<file path="src/rtl/uart_input_manager.sv">
// uart_input_manager: 8N1 UART receiver plus a hex line parser.
// Each line of ASCII hex digits that ends in CR or LF becomes a right-aligned
// binary value with a one-cycle ready_out strobe. A malformed line reports an
// error code instead of a value.
module uart_input_manager #(
  parameter int RESULT_SIZE = 4,
  parameter int CLOCK_RATE  = 100_000_000,
  parameter int BAUD_RATE   = 9600
) (
  input  logic                     clk,
  input  logic                     reset,
  input  logic                     RsRx,
  output logic [RESULT_SIZE*4-1:0] data_out,
  output logic [1:0]               error_out,
  output logic                     ready_out
);

  localparam int BIT_TICKS  = CLOCK_RATE / BAUD_RATE;
  localparam int HALF_TICKS = BIT_TICKS / 2;
  localparam int CNT_W      = $clog2(BIT_TICKS);
  localparam int DW         = RESULT_SIZE * 4;
  localparam int DC_W       = $clog2(RESULT_SIZE + 1);

  localparam logic [1:0] ERR_NONE  = 2'd0;
  localparam logic [1:0] ERR_CHAR  = 2'd1;
  localparam logic [1:0] ERR_OVF   = 2'd2;
  localparam logic [1:0] ERR_FRAME = 2'd3;

  typedef enum logic [1:0] {
    ST_IDLE  = 2'd0,
    ST_START = 2'd1,
    ST_DATA  = 2'd2,
    ST_STOP  = 2'd3
  } rx_state_t;

  // ASCII hex digit classifier: '0'-'9', 'A'-'F' or 'a'-'f'.
  function automatic logic is_hex(input logic [7:0] b);
    return ((b >= 8'h30) && (b <= 8'h39)) ||
           ((b >= 8'h41) && (b <= 8'h46)) ||
           ((b >= 8'h61) && (b <= 8'h66));
  endfunction

  // Letters have bit 6 set and their low nibble is 1..6, so adding 9 gives A..F.
  function automatic logic [3:0] hex_nibble(input logic [7:0] b);
    return b[6] ? (b[3:0] + 4'd9) : b[3:0];
  endfunction

  // ---------------------------------------------------------------------------
  // Receiver state
  // ---------------------------------------------------------------------------
  logic             sync1_q, sync2_q, prev_q;
  rx_state_t        state_q;
  logic [CNT_W-1:0] cnt_q;
  logic [2:0]       bit_idx_q;
  logic [7:0]       shift_q;
  logic [7:0]       rx_byte_q;
  logic             byte_valid_q;
  logic             frame_err_q;

  // Two-flop synchroniser for the async pin, plus a previous-sample register for edge detection.
  always_ff @(posedge clk) begin
    if (!reset) begin
      sync1_q <= 1'b1;
      sync2_q <= 1'b1;
      prev_q  <= 1'b1;
    end else begin
      sync1_q <= RsRx;
      sync2_q <= sync1_q;
      prev_q  <= sync2_q;
    end
  end

  // RX FSM: start-bit qualification at mid-bit, then 8 data bits and the stop bit, each one bit period apart.
  always_ff @(posedge clk) begin
    if (!reset) begin
      state_q      <= ST_IDLE;
      cnt_q        <= '0;
      bit_idx_q    <= 3'd0;
      shift_q      <= 8'h00;
      rx_byte_q    <= 8'h00;
      byte_valid_q <= 1'b0;
      frame_err_q  <= 1'b0;
    end else begin
      byte_valid_q <= 1'b0;
      frame_err_q  <= 1'b0;
      case (state_q)
        ST_IDLE: begin
          if (prev_q && !sync2_q) begin
            cnt_q   <= '0;
            state_q <= ST_START;
          end
        end
        ST_START: begin
          if (cnt_q == CNT_W'(HALF_TICKS - 1)) begin
            cnt_q <= '0;
            if (!sync2_q) begin
              bit_idx_q <= 3'd0;
              state_q   <= ST_DATA;
            end else begin
              // The line went back high before mid-bit, so treat it as a glitch.
              state_q <= ST_IDLE;
            end
          end else begin
            cnt_q <= cnt_q + CNT_W'(1);
          end
        end
        ST_DATA: begin
          if (cnt_q == CNT_W'(BIT_TICKS - 1)) begin
            cnt_q     <= '0;
            shift_q   <= {sync2_q, shift_q[7:1]};
            bit_idx_q <= bit_idx_q + 3'd1;
            if (bit_idx_q == 3'd7) begin
              state_q <= ST_STOP;
            end
          end else begin
            cnt_q <= cnt_q + CNT_W'(1);
          end
        end
        ST_STOP: begin
          if (cnt_q == CNT_W'(BIT_TICKS - 1)) begin
            cnt_q   <= '0;
            state_q <= ST_IDLE;
            if (sync2_q) begin
              rx_byte_q    <= shift_q;
              byte_valid_q <= 1'b1;
            end else begin
              frame_err_q <= 1'b1;
            end
          end else begin
            cnt_q <= cnt_q + CNT_W'(1);
          end
        end
        default: begin
          state_q <= ST_IDLE;
          cnt_q   <= '0;
        end
      endcase
    end
  end

  // ---------------------------------------------------------------------------
  // Line parser
  // ---------------------------------------------------------------------------
  logic [DW-1:0]   acc_q, acc_d;
  logic [DC_W-1:0] digit_cnt_q, digit_cnt_d;
  logic [1:0]      err_q, err_d;
  logic [DW-1:0]   data_q, data_d;
  logic [1:0]      error_q, error_d;
  logic            ready_q, ready_d;

  // Parser next state: accumulate digits and latch the first error; a terminator emits the line.
  always_comb begin
    acc_d       = acc_q;
    digit_cnt_d = digit_cnt_q;
    err_d       = err_q;
    data_d      = data_q;
    error_d     = error_q;
    ready_d     = 1'b0;
    if (frame_err_q) begin
      if (err_q == ERR_NONE) begin
        err_d = ERR_FRAME;
      end else begin
        err_d = err_q;
      end
    end else if (byte_valid_q) begin
      if (is_hex(rx_byte_q)) begin
        if (digit_cnt_q < DC_W'(RESULT_SIZE)) begin
          acc_d       = {acc_q[DW-5:0], hex_nibble(rx_byte_q)};
          digit_cnt_d = digit_cnt_q + DC_W'(1);
        end else if (err_q == ERR_NONE) begin
          err_d = ERR_OVF;
        end else begin
          err_d = err_q;
        end
      end else if ((rx_byte_q == 8'h0D) || (rx_byte_q == 8'h0A)) begin
        if ((digit_cnt_q == DC_W'(0)) && (err_q == ERR_NONE)) begin
          // A blank line, or the second half of a CRLF pair, produces no output.
          ready_d = 1'b0;
        end else begin
          if (err_q == ERR_NONE) begin
            data_d  = acc_q;
            error_d = ERR_NONE;
          end else begin
            data_d  = '0;
            error_d = err_q;
          end
          ready_d     = 1'b1;
          acc_d       = '0;
          digit_cnt_d = '0;
          err_d       = ERR_NONE;
        end
      end else if (err_q == ERR_NONE) begin
        err_d = ERR_CHAR;
      end else begin
        err_d = err_q;
      end
    end else begin
      ready_d = 1'b0;
    end
  end

  // Parser state and the registered outputs.
  always_ff @(posedge clk) begin
    if (!reset) begin
      acc_q       <= '0;
      digit_cnt_q <= '0;
      err_q       <= ERR_NONE;
      data_q      <= '0;
      error_q     <= ERR_NONE;
      ready_q     <= 1'b0;
    end else begin
      acc_q       <= acc_d;
      digit_cnt_q <= digit_cnt_d;
      err_q       <= err_d;
      data_q      <= data_d;
      error_q     <= error_d;
      ready_q     <= ready_d;
    end
  end

  assign data_out  = data_q;
  assign error_out = error_q;
  assign ready_out = ready_q;

endmodule

</file>
<file path="config.mk">
export PLATFORM = sky130hd
export DESIGN_NAME = uart_input_manager
export DESIGN_NICKNAME = d
export VERILOG_FILES = /design/src/rtl/uart_input_manager.sv
export SDC_FILE = /design/constraint.sdc
export NUM_CORES = 1
export LEC_CHECK = 0
export CAP_MARGIN = 20
export CORE_ASPECT_RATIO = 1.25
export CORE_MARGIN = 3
export CORE_UTILIZATION = 58
export DETAILED_ROUTE_END_ITERATION = 7
export GPL_TIMING_DRIVEN = 0
export PLACE_DENSITY = 0.8
export SYNTH_ARGS = -nofsm -noshare
export SYNTH_HDL_FRONTEND = slang
export SYNTH_SLANG_ARGS = --single-unit
</file>
<file path="constraint.sdc">
create_clock -name clk -period 2.7 [get_ports clk]
set_clock_uncertainty 0.2 [all_clocks]
set_input_delay 0.54 -clock clk [delete_from_list [all_inputs] [get_ports clk]]
set_output_delay 0.54 -clock clk [all_outputs]
set_load 0.01 [all_outputs]
</file>
=== Yosys cells after proc, flatten, opt, wreduce, memory -nomap -nowiden ===
Index checks and enable logic that the tools add are counted.

* Add/sub/neg operators: 4
* Order comparisons: 7
* Equal/unequal tests: 20
* Muxes and demuxes: 38
* Bitwise logic cells: 6
* Reductions and logical operators: 26

{| class="wikitable"
|+ Operators with widths
! cell !! count
|-
| $mux W16 || 5
|-
| $mux W14 || 3
|-
| $pmux W14 S3 || 1
|-
| $mux W2 || 16
|-
| $mux W3 || 7
|-
| $eq A8 B4 Y1 const B || 2
|-
| $ge A8 B7 Y1 const B || 2
|-
| $le A8 B7 Y1 const B || 2
|-
| $ne A2 B2 Y1 const B || 8
|-
| $reduce_and A5 Y1 || 3
|-
| $add A14 B1 Y14 const B || 1
|-
| $eq A14 B13 Y1 const B || 1
|-
| $eq A14 B14 Y1 const B || 1
|-
| $ge A8 B6 Y1 const B || 1
|-
| $le A8 B6 Y1 const B || 1
|-
| $pmux W2 S4 || 1
|-
| $reduce_bool A2 Y1 || 4
|-
| $add A3 B1 Y3 const B || 2
|-
| $not A1 Y1 || 6
|-
| $pmux W3 S2 || 1
|-
| $reduce_and A3 Y1 || 2
|-
| $reduce_and A6 Y1 || 1
|-
| $logic_and A1 B1 Y1 || 5
|-
| $reduce_or A5 Y1 || 1
|-
| other kinds (17) || 24
|}

* Register bits after elaboration: 80
* Output and inout port bits: 19

=== Longest topological paths before layout ===
* Word-level depth: 7
* Mapped depth: 9
* Gate-level depth less buffers: 7

=== Worst setup path after synthesis ===
OpenSTA, ideal clock, no wires.

* Kind: flip-flop to flip-flop
* From: register rx_byte_q[0]
* To: register digit_cnt_q[0]
* Library setup time: 0.087 ns
* Data arrival time: 2.097 ns
* Setup slack: 0.316 ns
* Cell stages (with the launch flop): 9
* Path buffers: 1
* Period minus slack after synthesis: 2.384 ns
* Cell sequence: dfxtp_1 inv_1 ha_1 or4b_1 and4_1 o211ai_2 clkbuf_1 nand4_1 o31ai_1

* Cells in the longest elaborated chain, start to end: 6
* Elaborated cells on any way between the ends: 19

{| class="wikitable"
|+ Ends and longest elaborated chain
! element !! RTL line !! source
|-
| start, declared || 56 || <nowiki>logic [7:0] rx_byte_q;</nowiki>
|-
| start signal, assigned || 124 || <nowiki>rx_byte_q <= shift_q;</nowiki>
|-
| $ge A8 B6 Y1, or another cell as far along || 38 || <nowiki>return ((b >= 8'h30) && (b <= 8'h39)) ||</nowiki>
|-
| $logic_and A1 B1 Y1, on equally long branches || 38, 39 ||
|-
| $logic_or A1 B1 Y1 || 38 ||
|-
| $logic_or A1 B1 Y1 || 39 || <nowiki>((b >= 8'h41) && (b <= 8'h46)) ||</nowiki>
|-
| $ne A2 B1 Y1 (no source line), or another cell as far along || - ||
|-
| $reduce_and A5 Y1 (no source line) || - ||
|-
| end signal, assigned || 213 || <nowiki>digit_cnt_q <= digit_cnt_d;</nowiki>
|-
| end, declared || 145 || <nowiki>logic [DC_W-1:0] digit_cnt_q, digit_cnt_d;</nowiki>
|}

Parallel ways exist; a longest one is shown, timed or not.
A chain may end at the register's enable or synchronous reset.

=== Worst setup path after layout ===
* From: register rx_byte_q[0]
* To: register err_q[1]

* Cells in the longest elaborated chain, start to end: 7
* Elaborated cells on any way between the ends: 23

{| class="wikitable"
|+ Ends and longest elaborated chain
! element !! RTL line !! source
|-
| parallel branches: the longest is 7 deep, another holds $ge A8 B6 Y1 || - ||
|-
| end signal, assigned || 214 || <nowiki>err_q <= err_d;</nowiki>
|-
| end, declared || 146 || <nowiki>logic [1:0] err_q, err_d;</nowiki>
|}

Several ways; the timed one is not identified. The select of a mux whose other input is x is not followed.

==> out/summary.json <==
{
  "critPathMaxFanout": {"value": 6},
  "regArea": {"value": 0.00160, "unit": "mm²"},
  "syn-cell-area": {"value": 0.00352, "unit": "mm²"},
  "clk_root_buffer_cell": {"value": "sky130_fd_sc_hd__clkbuf_8"},
  "leakagePower": {"value": 1.44, "unit": "nW"},
  "max-slew-margin-rel": {"value": 60.7, "unit": "%"},
  "grt_first_pass_wirelength": {"value": 12.5, "unit": "mm"},
  "multi_input_area": {"value": 0.00175, "unit": "mm²"},
  "num-fill-cells": {"value": 475},
  "grt-ovfl-total": {"value": 0},
  "slew_viol_final": {"value": 0},
  "pd_cells": {"value": 520, "unit": "mW/mm²"},
  "worst_setup_hold_path_clk_slew": {"value": 0.09, "unit": "ns"},
  "n_antenna_cell": {"value": 0},
  "final_number_of_hold_violating_endpoints": {"value": 0},
  "vias": {"value": 2951},
  "synth_top_area_share": {"value": 45.5, "unit": "%"},
  "timing.critical_path.slowest_cell_delay": {"value": 0.50, "unit": "ns"},
  "critical_path_depth": {"value": 7},
  "synthDistinctLibCells": {"value": 48},
  "combPwrFrac": {"value": 3.4, "unit": "%"},
  "min-delay-path-class": {"value": "reg2reg"},
  "clockPowerShare": {"value": 40.1, "unit": "%"},
  "timing.hold.worst_endpoint": {"value": "sync2_q"},
  "final_std_cells_w_o_fill": {"value": 491},
  "synth_enable_flop_cells": {"value": 0},
  "critical_path_required": {"value": 2.74, "unit": "ns"},
  "detail_route.wl_per_cell": {"value": 15.1, "unit": "µm"},
  "netSwitchingFraction": {"value": 26.0, "unit": "%"},
  "routability_cong": {"value": 0.883},
  "synth_warnings": {"value": 0},
  "setup.reg_to_reg.worst_slack": {"value": 0.16, "unit": "ns"},
  "placed_cells": {"value": 471},
  "grt_setup_unrepaired": {"value": "no"},
  "fin_crit": {"value": 2.54, "unit": "ns"},
  "clock_tree.buffer_depth": {"value": 2},
  "worstSkewPairLatency": {"value": 0.36, "unit": "ns"},
  "layout-area-overhead-vs-synth": {"value": 14.6, "unit": "%"},
  "final-setup-viol-count": {"value": 0},
  "peakVddDrop": {"value": 0.508, "unit": "mV"},
  "cts_max_level": {"value": 3},
  "worst_r2r_endpoint": {"value": "err_q[1]"},
  "floorplan.io_pins": {"value": 22},
  "final.period_utilization": {"value": 94.2, "unit": "%"},
  "number_of_sinks_on_the_clock_net": {"value": 80},
  "finalInstanceArea": {"value": 0.00403, "unit": "mm²"},
  "endpoint_kind": {"value": "register"},
  "hold_path.startpoint": {"value": "sync1_q"},
  "critical-path-slowest-cell": {"value": "sky130_fd_sc_hd__or4b_1"},
  "syn_avg_cell_area": {"value": 9.14, "unit": "µm²"},
  "grt_resource_usage_total": {"value": 22.9, "unit": "%"},
  "synth-seq-cells": {"value": 80},
  "hpwlAfterDp": {"value": 5.13, "unit": "mm"},
  "core.rowCount": {"value": 31},
  "port_buffers": {"value": 20},
  "rr_worst_depth": {"value": 7},
  "cts_hold_buffers": {"value": 0},
  "whs_path_depth": {"value": 1},
  "grt_pass1_vias": {"value": 2751},
  "synthMostInstantiatedCell": {"value": "sky130_fd_sc_hd__dfxtp_1"},
  "seq_power_share": {"value": 56.5, "unit": "%"},
  "total_switching_power": {"value": 0.544, "unit": "mW"},
  "detail_route.drc_violations": {"value": 0},
  "ys_top_cells_by_area": {"value": "sky130_fd_sc_hd__dfxtp_1 46%, sky130_fd_sc_hd__mux2i_1 7.1%, sky130_fd_sc_hd__a22o_1 4.0%"},
  "max_freq": {"value": 0.393, "unit": "GHz"},
  "viasPerCell": {"value": 6.01},
  "internal_power": {"value": 1.55, "unit": "mW"},
  "drive_gt1_share": {"value": 9.65, "unit": "%"},
  "detail_route.wirelength": {"value": 7.42, "unit": "mm"},
  "asyncSetResetFlopFracSynth": {"value": 0, "unit": "%"},
  "drt_iter0_drc": {"value": 182},
  "drt_pre_antenna_iters": {"value": 4},
  "synth_largest_area_cell": {"value": "sky130_fd_sc_hd__dfxtp_1"},
  "arrival": {"value": 2.59, "unit": "ns"},
  "cts_made_buffers": {"value": 9},
  "cell_breakdown_of_the_critical_path": {"value": "inv_1 -> ha_1 -> or4b_1 -> and4_1 -> o21ai_0 -> a21boi_0 -> nor4_1"},
  "synthesis.nets": {"value": 397},
  "die-height": {"value": 93.1, "unit": "µm"},
  "largest_net_degree_at_the_start_of_global_routing": {"value": 17},
  "sequential_element_share_of_the_synthesized_area": {"value": 45.5, "unit": "%"},
  "dieWidth": {"value": 75.7, "unit": "µm"},
  "max-cap-violations": {"value": 0},
  "critPathLaunchType": {"value": "register"},
  "result_of_the_run": {"value": "finished clean"},
  "cells_after_synthesis": {"value": 385},
  "nets": {"value": 432},
  "initial_core_util": {"value": 60.5, "unit": "%"},
  "tritoncts": {"value": "yes"},
  "critPathKind": {"value": "reg2reg"},
  "tightestPinTransition": {"value": 0.590, "unit": "ns"},
  "critPathBufInv": {"value": 1},
  "crit_path_max_delay_family": {"value": "simple AND/OR/NAND/NOR gates"},
  "grt_antenna_before_repair": {"value": 0},
  "synthTopCellsByCount": {"value": "80 x sky130_fd_sc_hd__dfxtp_1, 37 x sky130_fd_sc_hd__nand2_1, 37 x sky130_fd_sc_hd__nor2_1"},
  "die_footprint": {"value": 0.00704, "unit": "mm²"},
  "postLayoutCoreUtil": {"value": 69.3, "unit": "%"},
  "core": {"value": 0.00582, "unit": "mm²"},
  "antenna_nets_post_route": {"value": 0},
  "regToRegStartpoint": {"value": "rx_byte_q[0]"},
  "placed_area": {"value": 0.00380, "unit": "mm²"},
  "synth_ff_type": {"value": "sky130_fd_sc_hd__dfxtp_1"}
}
through the flow:
stage | setup slack [ns] | hold WS [ns] | power, mW | TNS, ns
3_3_place_gp | 0.0355 | 0.210 | 1.28 | 0
2_1_floorplan | 0.316 | 0.186 | 1.26 | 0
3_5_place_dp | -0.0402 | 0.229 | 1.28 | -0.236
5_1_grt | 0.00933 | 0.286 | 2.16 | 0
6_report | 0.157 | 0.255 | 2.10 | 0
4_1_cts | 0.00386 | 0.257 | 2.11 | 0
per-layer routing:
metal	wire [µm]	global-route usage [%]	part of all wire [%]
met1	3330	29.1	45
met2	3590	36.4	48
met3	312	4.84	4.2
met4	182	10.5	2.5
met5	0	0	0
sequential cells by signal (all words and copies together) (netlist names), 2 cells and up, named ones only:
signal / cells
digit_cnt_q: 3
data_out: 16
cnt_q: 14
rx_byte_q: 8
shift_q: 8
acc_q: 16
bit_idx_q: 3
error_out: 2
err_q: 2
worst register-to-register path: cells and delay by family, from the launching register on:
| kind | cells | cell delay, ns |
|---|---|---|
| flip-flops | 1 | 0.44 |
| AO/OA/AOI/OAI | 2 | 0.66 |
| adder cells (fa/ha/maj) | 1 | 0.22 |
| buffers and inverters | 1 | 0.09 |
| AND/OR/NAND/NOR | 3 | 0.83 |
how the worst max path moves through the flow:
| stage | to | slack [ns] | startpoint |
|---|---|---|---|
| 3_3_place_gp | acc_q[1] | 0.04 | rx_byte_q[0] |
| 6_report | err_q[1] | 0.16 | rx_byte_q[0] |
| 2_1_floorplan | digit_cnt_q[0] | 0.32 | rx_byte_q[0] |
| 5_1_grt | acc_q[10] | 0.009 | rx_byte_q[0] |
| 4_1_cts | acc_q[10] | 0.004 | rx_byte_q[0] |
| 3_5_place_dp | acc_q[1] | -0.04 | rx_byte_q[0] |
logic make-up after synthesis:
logic type	after synthesis	synth area share (%)
simple gates	152	23.7
xor+xnor	3	0.747
flops	80	45.5
buf+inv	43	5.12
mux	27	7.75
compound gates	71	13.9
fa+ha+maj	9	3.20
power by group through the flow:
stage	Clock, mW	Combinational (mW)	Sequential, mW
5_1_grt	0.901	0.0774	1.19
6_report	0.841	0.0712	1.18
3_3_place_gp	0	0.0678	1.21
4_1_cts	0.854	0.0692	1.18
3_5_place_dp	0	0.0685	1.21
2_1_floorplan	0	0.0486	1.21
area by class of cell:
type                    count  area share [%]
clock inverters             7            1.52
repair buffers             24            5.65
flip-flops and latches     80            39.7
plain buffers              27            3.20
well taps                  66            2.05
multi-input cells         262            43.3
inverters                  16            1.49
clock buffers               9            3.07
layout by cell type, fill, tap and decap left out, types with 2 or more instances in the layout:
cell type and n:
sky130_fd_sc_hd__nor2_1 37, sky130_fd_sc_hd__nand3_1 15, sky130_fd_sc_hd__mux2_2 2, sky130_fd_sc_hd__nor4_1 4, sky130_fd_sc_hd__and2_1 2, sky130_fd_sc_hd__buf_4 3, sky130_fd_sc_hd__clkbuf_2 2, sky130_fd_sc_hd__clkbuf_8 9
sky130_fd_sc_hd__clkdlybuf4s50_1 20, sky130_fd_sc_hd__or4_1 2, sky130_fd_sc_hd__buf_2 3, sky130_fd_sc_hd__inv_1 16, sky130_fd_sc_hd__mux2i_1 25, sky130_fd_sc_hd__o21ai_0 18, sky130_fd_sc_hd__and3_1 2, sky130_fd_sc_hd__nand4_1 21
sky130_fd_sc_hd__xnor2_1 2, sky130_fd_sc_hd__nor3_1 3, sky130_fd_sc_hd__nor4_4 2, sky130_fd_sc_hd__a22oi_1 2, sky130_fd_sc_hd__clkbuf_1 19, sky130_fd_sc_hd__inv_6 3, sky130_fd_sc_hd__dfxtp_1 80, sky130_fd_sc_hd__a22o_1 16
sky130_fd_sc_hd__nand2_1 37, sky130_fd_sc_hd__o31ai_1 6, sky130_fd_sc_hd__nor4b_1 3, sky130_fd_sc_hd__nand2b_1 5, sky130_fd_sc_hd__or3b_2 4, sky130_fd_sc_hd__nor4bb_1 3, sky130_fd_sc_hd__and4_1 3, sky130_fd_sc_hd__clkbuf_4 2
sky130_fd_sc_hd__a21oi_1 8, sky130_fd_sc_hd__ha_1 9, sky130_fd_sc_hd__a31oi_1 11, sky130_fd_sc_hd__clkinvlp_4 2, sky130_fd_sc_hd__buf_6 2, sky130_fd_sc_hd__nand3b_1 3
what timing repair did:
item	CTS	global route
pin swaps	0	2
buffers inserted	0	3
resized for setup	2	6
setup endpoints to repair	17	28
Power figures use the tool's default switching activity.
